<file path="src/rtl/maintenance_sequencer.sv">
// Maintenance session sequencer: edge-detects the request M, runs one
// session at a time under a timeout watchdog, counts completed sessions and
// drives the status word (session count, or all-ones while in error).
module maintenance_sequencer #(
  parameter int TIMEOUT = 200,
  parameter int CNT_W   = 8
) (
  input  logic             clk,
  input  logic             rst,
  input  logic             M,
  input  logic             done,
  input  logic             clr_err,
  output logic [CNT_W-1:0] status,
  output logic             busy,
  output logic             error,
  output logic             en_cont,
  output logic             rst_timer,
  output logic             to
);

  typedef enum logic [1:0] {
    IDLE     = 2'd0,
    ACTIVE   = 2'd1,
    COMPLETE = 2'd2,
    ERROR    = 2'd3
  } state_t;

  // All-ones is reserved as the error code, so the count tops out one below it.
  localparam logic [CNT_W-1:0] ERR_CODE   = '1;
  localparam logic [CNT_W-1:0] CNT_MAX    = {{(CNT_W-1){1'b1}}, 1'b0};
  localparam logic [7:0]       TIMER_LAST = 8'(TIMEOUT - 1);

  state_t           state_q, state_d;
  logic             m_q;
  logic             primed_q;
  logic [7:0]       timer_q, timer_d;
  logic [CNT_W-1:0] sess_cnt_q, sess_cnt_d;
  logic [CNT_W-1:0] status_q, status_d;
  logic             start;

  // primed_q is clear during the first cycle after reset, so an M that is
  // already high at release is not mistaken for a fresh rising edge.
  assign start  = M & ~m_q & primed_q;

  assign busy   = (state_q == ACTIVE);
  assign error  = (state_q == ERROR);
  assign status = status_q;

  // Next-state, timer, session count and the Mealy strobes.
  always_comb begin
    state_d    = state_q;
    timer_d    = timer_q;
    sess_cnt_d = sess_cnt_q;
    en_cont    = 1'b0;
    rst_timer  = 1'b0;
    to         = 1'b0;
    case (state_q)
      IDLE: begin
        if (start) begin
          state_d   = ACTIVE;
          rst_timer = 1'b1;
          timer_d   = 8'd0;
        end
      end
      ACTIVE: begin
        // done has priority over a timeout detected in the same cycle.
        if (done) begin
          state_d = COMPLETE;
          en_cont = 1'b1;
          if (sess_cnt_q != CNT_MAX) begin
            sess_cnt_d = sess_cnt_q + 1'b1;
          end
        end else if (timer_q == TIMER_LAST) begin
          state_d = ERROR;
          to      = 1'b1;
        end else begin
          timer_d = timer_q + 8'd1;
        end
      end
      COMPLETE: begin
        if (!M) begin
          state_d = IDLE;
        end
      end
      ERROR: begin
        if (clr_err && !M) begin
          state_d = IDLE;
        end
      end
      default: begin
        state_d = IDLE;
      end
    endcase
    status_d = (state_d == ERROR) ? ERR_CODE : sess_cnt_d;
  end

  // State registers, cleared asynchronously by rst.
  always_ff @(posedge clk or posedge rst) begin
    if (rst) begin
      state_q    <= IDLE;
      m_q        <= 1'b0;
      primed_q   <= 1'b0;
      timer_q    <= 8'd0;
      sess_cnt_q <= '0;
      status_q   <= '0;
    end else begin
      state_q    <= state_d;
      m_q        <= M;
      primed_q   <= 1'b1;
      timer_q    <= timer_d;
      sess_cnt_q <= sess_cnt_d;
      status_q   <= status_d;
    end
  end

endmodule

</file>
<file path="config.mk">
export PLATFORM = sky130hd
export DESIGN_NAME = maintenance_sequencer
export DESIGN_NICKNAME = d
export VERILOG_FILES = /design/src/rtl/maintenance_sequencer.sv
export SDC_FILE = /design/constraint.sdc
export NUM_CORES = 1
export LEC_CHECK = 0
export BUFFER_PORTS_ARGS = -buffer_cell sky130_fd_sc_hd__buf_2
export CORE_MARGIN = 1
export CORE_UTILIZATION = 50
export CTS_BUF_LIST = sky130_fd_sc_hd__clkbuf_16
export CTS_CLUSTER_SIZE = 30
export DETAILED_ROUTE_END_ITERATION = 10
export PLACE_DENSITY_LB_ADDON = 0.08
export SLEW_MARGIN = 20
export SYNTH_ARGS = -nofsm -noshare
export SYNTH_HDL_FRONTEND = slang
export SYNTH_SLANG_ARGS = --single-unit
</file>
<file path="constraint.sdc">
create_clock -name clk -period 4.3 [get_ports clk]
set_input_delay 0.86 -clock clk [delete_from_list [all_inputs] [get_ports clk]]
set_output_delay 0.86 -clock clk [all_outputs]
set_load 0.02 [all_outputs]
</file>
Word level (Yosys, flattened, before mapping)
Index checks and enable logic that the tools add are counted.
Widths: inputs -> output; s select.

word-level totals
  register bits after elaboration = 28
  latch bits = 0
  memory bits (writable) = 0
  bits in read-only memories = 0
  bits of input ports = 5
  output and inout port bits = 13
  memories kept = 0

cells by class
  $add $sub $neg = 2
  multipliers = 0
  div/mod/pow operators = 0
  order comparisons = 0
  eq/ne operators = 9
  shifts and indexed selects = 0
  multiplexer cells = 21
  bitwise operators = 3
  reductions and logical operators = 5

operators by type and width
  cell                 number
  $mux 8               7
  $add 8x1->8 const B  2
  $pmux 8 s2           1
  $mux 2               5
  $eq 8x8->1 const B   1
  $ne 8x8->1 const B   1
  $pmux 2 s4           1
  $mux 1               7
  $eq 2x2->1 const B   3
  $ne 2x2->1 const B   3
  $reduce_and 4->1     1
  $and 1x1->1          2
  $eq 2x1->1 const B   1
  $logic_not 2->1      1
  $reduce_bool 2->1    1
  $logic_and 1x1->1    1
  $logic_not 1->1      1
  $not 1->1            1

Depth between registers and ports, before layout
Gate-level depths: netlist of the first run.

  depth in word-level cells = 7
  mapped depth = 6
  mapped depth without buffers = 6

Worst setup path after synthesis of the first run
No wires, ideal clock.

  path kind = input to output
  start point = input done
  end point = output to
  arrival time = 1.711 ns
  data required time = 3.440 ns
  setup slack = 1.729 ns
  stages on the path = 2
  path buffers = 0
  path through = or3b_4 > nor3_1

on the way
  word-level cells in the longest chain between the ends = 2

RTL lines
  element      line  text
  from (decl)  11    input logic done,
  $mux 1       67    if (done) begin
  $mux 1       57    case (state_q)
  to (decl)    18    output logic to

Every way passes these cells.

Worst setup path after layout of the first run
  start point = input M
  end point = output rst_timer

on the way
  word-level cells in the longest chain between the ends = 4

RTL lines
  element                   line  text
  from (decl)               10    input logic M,
  $and 1x1->1 (2 in a row)  43    assign start = M & ~m_q & primed_q;
  $mux 1                    59    if (start) begin
  $mux 1                    57
  to (decl)                 17    output logic rst_timer,

Every way passes these cells.

==> impl_metrics.yaml, run 1 <==
clock_tree:
  htree_num_levels: 1
  clockBufferDepth: 2
  clk_pin_slew_ps: 70
  cts_setup_buffers: 0
  clock-root-buffer: "clkbuf_16"
  clock-sinks: 28
  cts_tree: "built"
  cts_buffers: 3
  cts_resized: 0
  clk_latency_ps: 260
  hold_buffers: 0
sta:
  timing.final.crit_share_pct: 64.1
  tightest_slew_ps: 564
  skew_ps: 1.73
  fmax_mhz: 363
  slew_headroom_pct: 62.3
  slew_viol_final: 0
  rsz0062_at_grt: "no"
  fin_crit_ps: 2760
  hold_violations: 0
  setup_tns_ps: 0
  setup_viol: 0
yosys:
  netlist_instances: 120
  synth_cell_types: 46
  synthFlopType: "dfrtp_1"
  async_flop_share_pct: 100
  netlist_area_mm2: 0.00133
  syn_area_per_cell_um2: 11.0
  yosys_warnings: 0
  synth_edf_count: 0
  syn_nets: 128
  yosys_register_bits: 28
  synth-seq-area-share_pct: 52.9
floorplan:
  io_pins: 18
  die_height_um: 53.5
  initial_utilization_pct: 53.0
  dieArea_mm2: 0.00286
  rows: 18
  die_w_um: 53.5
  design.core.area_mm2: 0.00250
placed_design:
  gp_congestion: 0.779
  dp_hpwl_um: 1580
  dp.cells: 165
  portBuffers: 17
setup_path:
  crit_arrival_ps: 1900
  critPathMaxFanout: 9
  crit_path_frequent_cell: "buf_2"
  r2r_setup_slack_ps: 2510
  critPathSlowestCell: "or4_1"
  path_class: "in -> out"
  critPathBufInv: 3
  required_ps: 3440
  cpLargestDelayFamily: "simple AND/OR/NAND/NOR gates"
  worstSetupStartpointType: "input port"
  path_cells: "buf_2 -> nand2_1 -> or4_1 -> inv_2 -> buf_2"
  critPathCaptureType: "output port"
  slowest_delay_ps: 570
grt:
  antenna_found_initial: 0
  grt_pass1_wl_um: 3740
  grt_max_degree: 29
  grt_usage_pct: 18.2
  grt-ovfl-total: 0
  grt_pass1_vias: 840
pwr:
  seqPwrFrac_pct: 48.4
  clockPowerShare_pct: 28.8
  leakage_nw: 0.763
  ir_drop_v: 0.000386
  swShare_pct: 30.5
  pwr-share-comb_pct: 22.8
  power.density_mw_per_mm2: 479
  p_switching_mw: 0.221
  p_int_mw: 0.503
final_layout:
  multi_input_area_um2: 589
  n_antenna_cell: 0
  fin_cells: 169
  syn_to_final_growth_pct: 14.0
  seqCellArea_um2: 701
  fill_cells: 207
  drive_gt1_share_pct: 22.3
  nets: 148
detailed_routing:
  ant_nets: 0
  first_pass_iters: 4
  drt-vias-per-instance: 5.52
  drt_iter0_drc: 11
  routed_wl_um: 2220
  drcViolationCount: 0
  vias: 933
  wl_per_cell_um: 13.1
flow_run:
  maxCapViolCount: 0
run_status:
  status: "finished clean"
worst_hold_path:
  min_path_type: "reg -> reg"
area by class of cell:
cell class	instances	share of cell area [%]
clock buffers	3	4.97
clock inverters	1	0.249
inverters	5	1.24
multi-input cells	85	39.0
flip-flops and latches	28	46.4
well taps	30	2.49
repair buffers	17	5.63
cell usage after synthesis (all sizes together) (2+ instances only):
cell	n	area (µm²)
o211ai	4	35.0
inv	5	18.8
xnor2	2	17.5
nand4	3	18.8
and2	2	12.5
nand3	7	35.0
ha	3	37.5
nor2	4	15.0
o31ai	2	15.0
o21ai	8	43.8
mux2	3	33.8
xor2	2	17.5
dfrtp	28	701
nand2	10	40.0
and3	3	18.8
buf	2	16.3
nand2b	6	37.5
nand3b	3	22.5
a21oi	2	10.0
nor2b	2	12.5
worst register-to-register path, delay by kind of cell (launching register included):
kind                       cells  cell delay, ps
DFF                            1             390
AOI/OAI and AO/OA              2             430
and+or+nand+nor                2             690
adders and majority gates      1             210
cell families (layout without fill, tap and decap cells):
logic type                 Yosys count  in the layout  share of synthesized area (%)
muxes                                4              4                           3.30
AOI/OAI and AO/OA                   22             22                           11.6
xor gates and xnor gates             4              4                           2.64
buffers and inverters                7             26                           2.64
adders and majority gates            3              3                           2.83
DFF                                 28             28                           52.9
and+or+nand+nor                     51             51                           23.8
other                                1              1                          0.283
cells in the final DEF, fill, tap and decap left out, types with 2 or more instances in the layout:
cell / count
a21oi_1: 2
and2_1: 2
and3_1: 3
buf_2: 17
clkbuf_16: 3
dfrtp_1: 28
ha_1: 3
inv_1: 2
inv_2: 3
mux2_1: 2
nand2_1: 9
nand2b_1: 6
nand3_1: 7
nand3b_1: 3
nand4_1: 3
nor2_1: 4
nor2b_1: 2
o211ai_1: 3
o21ai_0: 4
o21ai_1: 3
o31ai_1: 2
xnor2_1: 2
xor2_1: 2
registers in the layout, summed over array words and instances (netlist names):
signal,flops
m_q,1
status,8
primed_q,1
sess_cnt_q,8
state_q,2
timer_q,8
per-layer routing:
layer	vias to the layer above	GRT usage, %	wire length (µm)
met1	446	24.3	1170
met3	2	4.31	73
met4	0	4.39	10
met5	-	0	0
li1	468	-	-
met2	17	29.2	962
stage by stage:
step	util (%)	worst slack (ps)	cell area (µm²)	total power [mW]	hold slack, ps
final	60.4	1540	1510	0.724	516
after global routing	60.4	1490	1510	0.768	549
after CTS	60.4	1550	1510	0.730	521
after global placement	57.3	1570	1430	0.516	496
after detailed placement	57.3	1550	1430	0.520	508
after floorplan	-	1730	1330	0.475	475
worst paths after layout:
kind                                        startpoint                     end  depth (start not counted)
worst max-delay path                                 M               rst_timer                          5
worst min-delay path            timer_q[0]$_DFFE_PP0P_  timer_q[0]$_DFFE_PP0P_                          1
worst max register to register  timer_q[0]$_DFFE_PP0P_     status[6]$_DFF_PP0_                          5
worst min register to register  timer_q[0]$_DFFE_PP0P_  timer_q[0]$_DFFE_PP0P_                          1
max in group asynchronous                          rst     status[1]$_DFF_PP0_                          2
min in group asynchronous                          rst     status[0]$_DFF_PP0_                          2
power by group through the flow:
stage               Combinational (mW)  Sequential (mW)  Clock (mW)
floorplan                        0.104            0.370           0
global placement                 0.163            0.353           0
detailed placement               0.165            0.354           0
CTS                              0.167            0.350       0.213
global route                     0.185            0.360       0.223
finish                           0.165            0.351       0.208
Note: power is estimated with default switching activity, not from simulation.
==> run 2: changes to the inputs <==
Settings changed: ABC_AREA set to 1.
Clock period 4.3 ns to 2.6 ns, I/O delays scaled along.
==> run 2 against run 1 <==
Net effect:
- final area rose by 20%
- sequential power rose by 75%
- total power rose by 96%
- largest cell class is now multi-input combinational cells
- largest power group unchanged
==> impl_metrics.yaml, run 2 <==
setup_path:
  r2r_end: "timer_q[0]$_DFFE_PP0P_"
  crit_path_frequent_cell: "nor2_1"
  worstSetupStartpointType: "flop"
  path_cells: "ha_1 -> inv_1 -> nor2_1 -> nand2_1 -> nor2_1 -> buf_2"
  path_class: "reg -> out"
  crit_arrival_ps: 1530
  critPathBufInv: 2
  cpLargestDelayFamily: "flip-flops"
  r2r_cells: 8
  slowest_delay_ps: 440
  cp-startpoint: "timer_q[0]$_DFFE_PP0P_"
  critPathSlowestCell: "dfrtp_1"
  r2r-start: "timer_q[0]$_DFFE_PP0P_"
  required_ps: 2080
  critPathCaptureType: "output port"
  path_depth: 6
  critPathMaxFanout: 6
  cp-endpoint: "to"
  r2r_setup_slack_ps: 1020
sta:
  fin_crit_ps: 2050
  setup_tns_ps: 0
  fmax_mhz: 489
  timing.final.crit_share_pct: 78.7
  hold_violations: 0
  rsz0062_at_grt: "no"
  slew_viol_final: 0
  skew_ps: 7.35
  setup_viol: 0
yosys:
  synthFlopType: "dfrtp_1"
  synth_top_area_cell: "dfrtp_1"
  syn_nets: 206
  yosys_register_bits: 28
  synth_most_common_cell: "nand2_1"
  syn_area_per_cell_um2: 8.04
  netlist_instances: 198
  synth_cell_types: 28
  netlist_area_mm2: 0.00159
  yosys_warnings: 0
  synthTopCellsByCount: "nand2_1 (58), inv_1 (29), dfrtp_1 (28)"
  synth_edf_count: 0
  synth-seq-area-share_pct: 44.0
  async_flop_share_pct: 100
  synth_top_area_share_pct: 44.0
  yosys-top-cells-area: "dfrtp_1 (44%), nand2_1 (14%), inv_1 (6.8%)"
floorplan:
  die_w_um: 58.4
  rows: 20
  initial_utilization_pct: 52.6
  die_height_um: 58.4
  dieArea_mm2: 0.00341
  design.core.area_mm2: 0.00303
  io_pins: 18
clock_tree:
  htree_num_levels: 1
  clock-sinks: 28
  hold_buffers: 0
  clk_latency_ps: 260
  cts_resized: 0
  cts_tree: "built"
  cts_buffers: 3
  cts_setup_buffers: 0
  clockBufferDepth: 2
  clk_pin_slew_ps: 70
  clock-root-buffer: "clkbuf_16"
pwr:
  power.density_mw_per_mm2: 783
  ir_drop_v: 0.000521
  leakage_nw: 0.988
  power_mw: 1.42
final_layout:
  finalInstanceArea_mm2: 0.00181
  n_antenna_cell: 0
  layout_commonest_cell: "nand2_1"
  drive_gt1_share_pct: 23.3
  syn_to_final_growth_pct: 13.8
  nets: 229
  final_cell_mix: "nand2_1 (58), inv_1 (29), dfrtp_1 (28), nor2_1 (20)"
  fin_cells: 263
  fill_cells: 272
flow_run:
  maxCapViolCount: 0
detailed_routing:
  first_pass_iters: 4
  vias: 1229
  ant_nets: 0
  wl_per_cell_um: 11.0
  drt_iter0_drc: 18
  drcViolationCount: 0
  routed_wl_um: 2900
  drt-vias-per-instance: 4.67
run_status:
  status: "finished clean"
placed_design:
  portBuffers: 17
  post_dp_cell_area_mm2: 0.00174
  dp_hpwl_um: 2170
  dp.cells: 260
  gp_congestion: 0.821
grt:
  grt-ovfl-total: 0
  grt_max_degree: 29
  grt_usage_pct: 20.1
  grt_pass1_wl_um: 5220
  antenna_found_initial: 0
  grt_pass1_vias: 1189
worst_hold_path:
  min_path_type: "in -> async"
-- run 2: cell types whose count changed after synthesis, sizes merged, moves of 2 or more --
cell | before | now
nand3 | 7 | 21
mux2 | 3 | 0
and2 | 2 | 0
nand2 | 10 | 66
o21ai | 8 | 3
nor2 | 4 | 28
o211ai | 4 | 0
nor2b | 2 | 0
nand2b | 6 | 0
inv | 5 | 32
and3 | 3 | 0
o31ai | 2 | 0
-- run 2: logic make-up after synthesis --
logic type / Yosys count / share of synthesized area (%)
AND/OR/NAND/NOR: 123 / 40.4
buffers and inverters: 33 / 8.25
flip-flops: 28 / 44.0
AO/OA/AOI/OAI: 7 / 3.07
XOR/XNOR: 3 / 1.65
adder cells (fa/ha/maj): 3 / 2.36
other: 1 / 0.236
-- run 2: routing by layer --
metal,vias up,global-route usage [%],share of wire (%)
met5,-,0,0
met4,0,9.18,0.62
met3,2,1.98,1.4
met2,12,32.8,47
met1,562,27.2,50
li1,653,-,-
-- run 2: area by class of cell --
class,count,area (µm²),area share [%]
clock buffers,3,75.1,4.15
inverters,32,120,6.63
multi-input cells,137,759,41.9
flip-flops and latches,28,701,38.7
well taps,44,55.1,3.04
repair buffers,19,100,5.53
-- run 2: worst register-to-register path: cells and delay by family, from the launching register on --
kind / cells / cell delay, ps
adders and majority gates: 1 / 250
and+or+nand+nor: 6 / 730
buffers and inverters: 1 / 60
DFF: 1 / 440
-- run 2: through the flow --
step	setup slack, ps	utilization (%)	hold slack [ps]
finish	555	59.8	307
global route	467	59.8	363
CTS	568	59.8	322
detailed placement	879	57.3	559
global placement	909	57.3	541
floorplan	936	-	508
-- run 2: power by group --
group / total (mW) / internal, mW / switching [mW]
Combinational: 0.468 / 0.152 / 0.316
Clock: 0.335 / 0.204 / 0.132
Sequential: 0.614 / 0.530 / 0.0838
Total: 1.42 / 0.886 / 0.532
-- run 2: worst min path at each step --
| stage | cells after the start | end | slack, ps | start |
|---|---|---|---|---|
| global placement | 2 | sess_cnt_q[4]$_DFF_PP0_ | 540 | sess_cnt_q[4]$_DFF_PP0_ |
| CTS | 3 | primed_q$_DFF_PP0_ | 320 | rst |
| floorplan | 2 | sess_cnt_q[4]$_DFF_PP0_ | 510 | sess_cnt_q[4]$_DFF_PP0_ |
| detailed placement | 2 | sess_cnt_q[4]$_DFF_PP0_ | 560 | sess_cnt_q[4]$_DFF_PP0_ |
| finish | 3 | primed_q$_DFF_PP0_ | 310 | rst |
| global route | 3 | m_q$_DFF_PP0_ | 360 | rst |
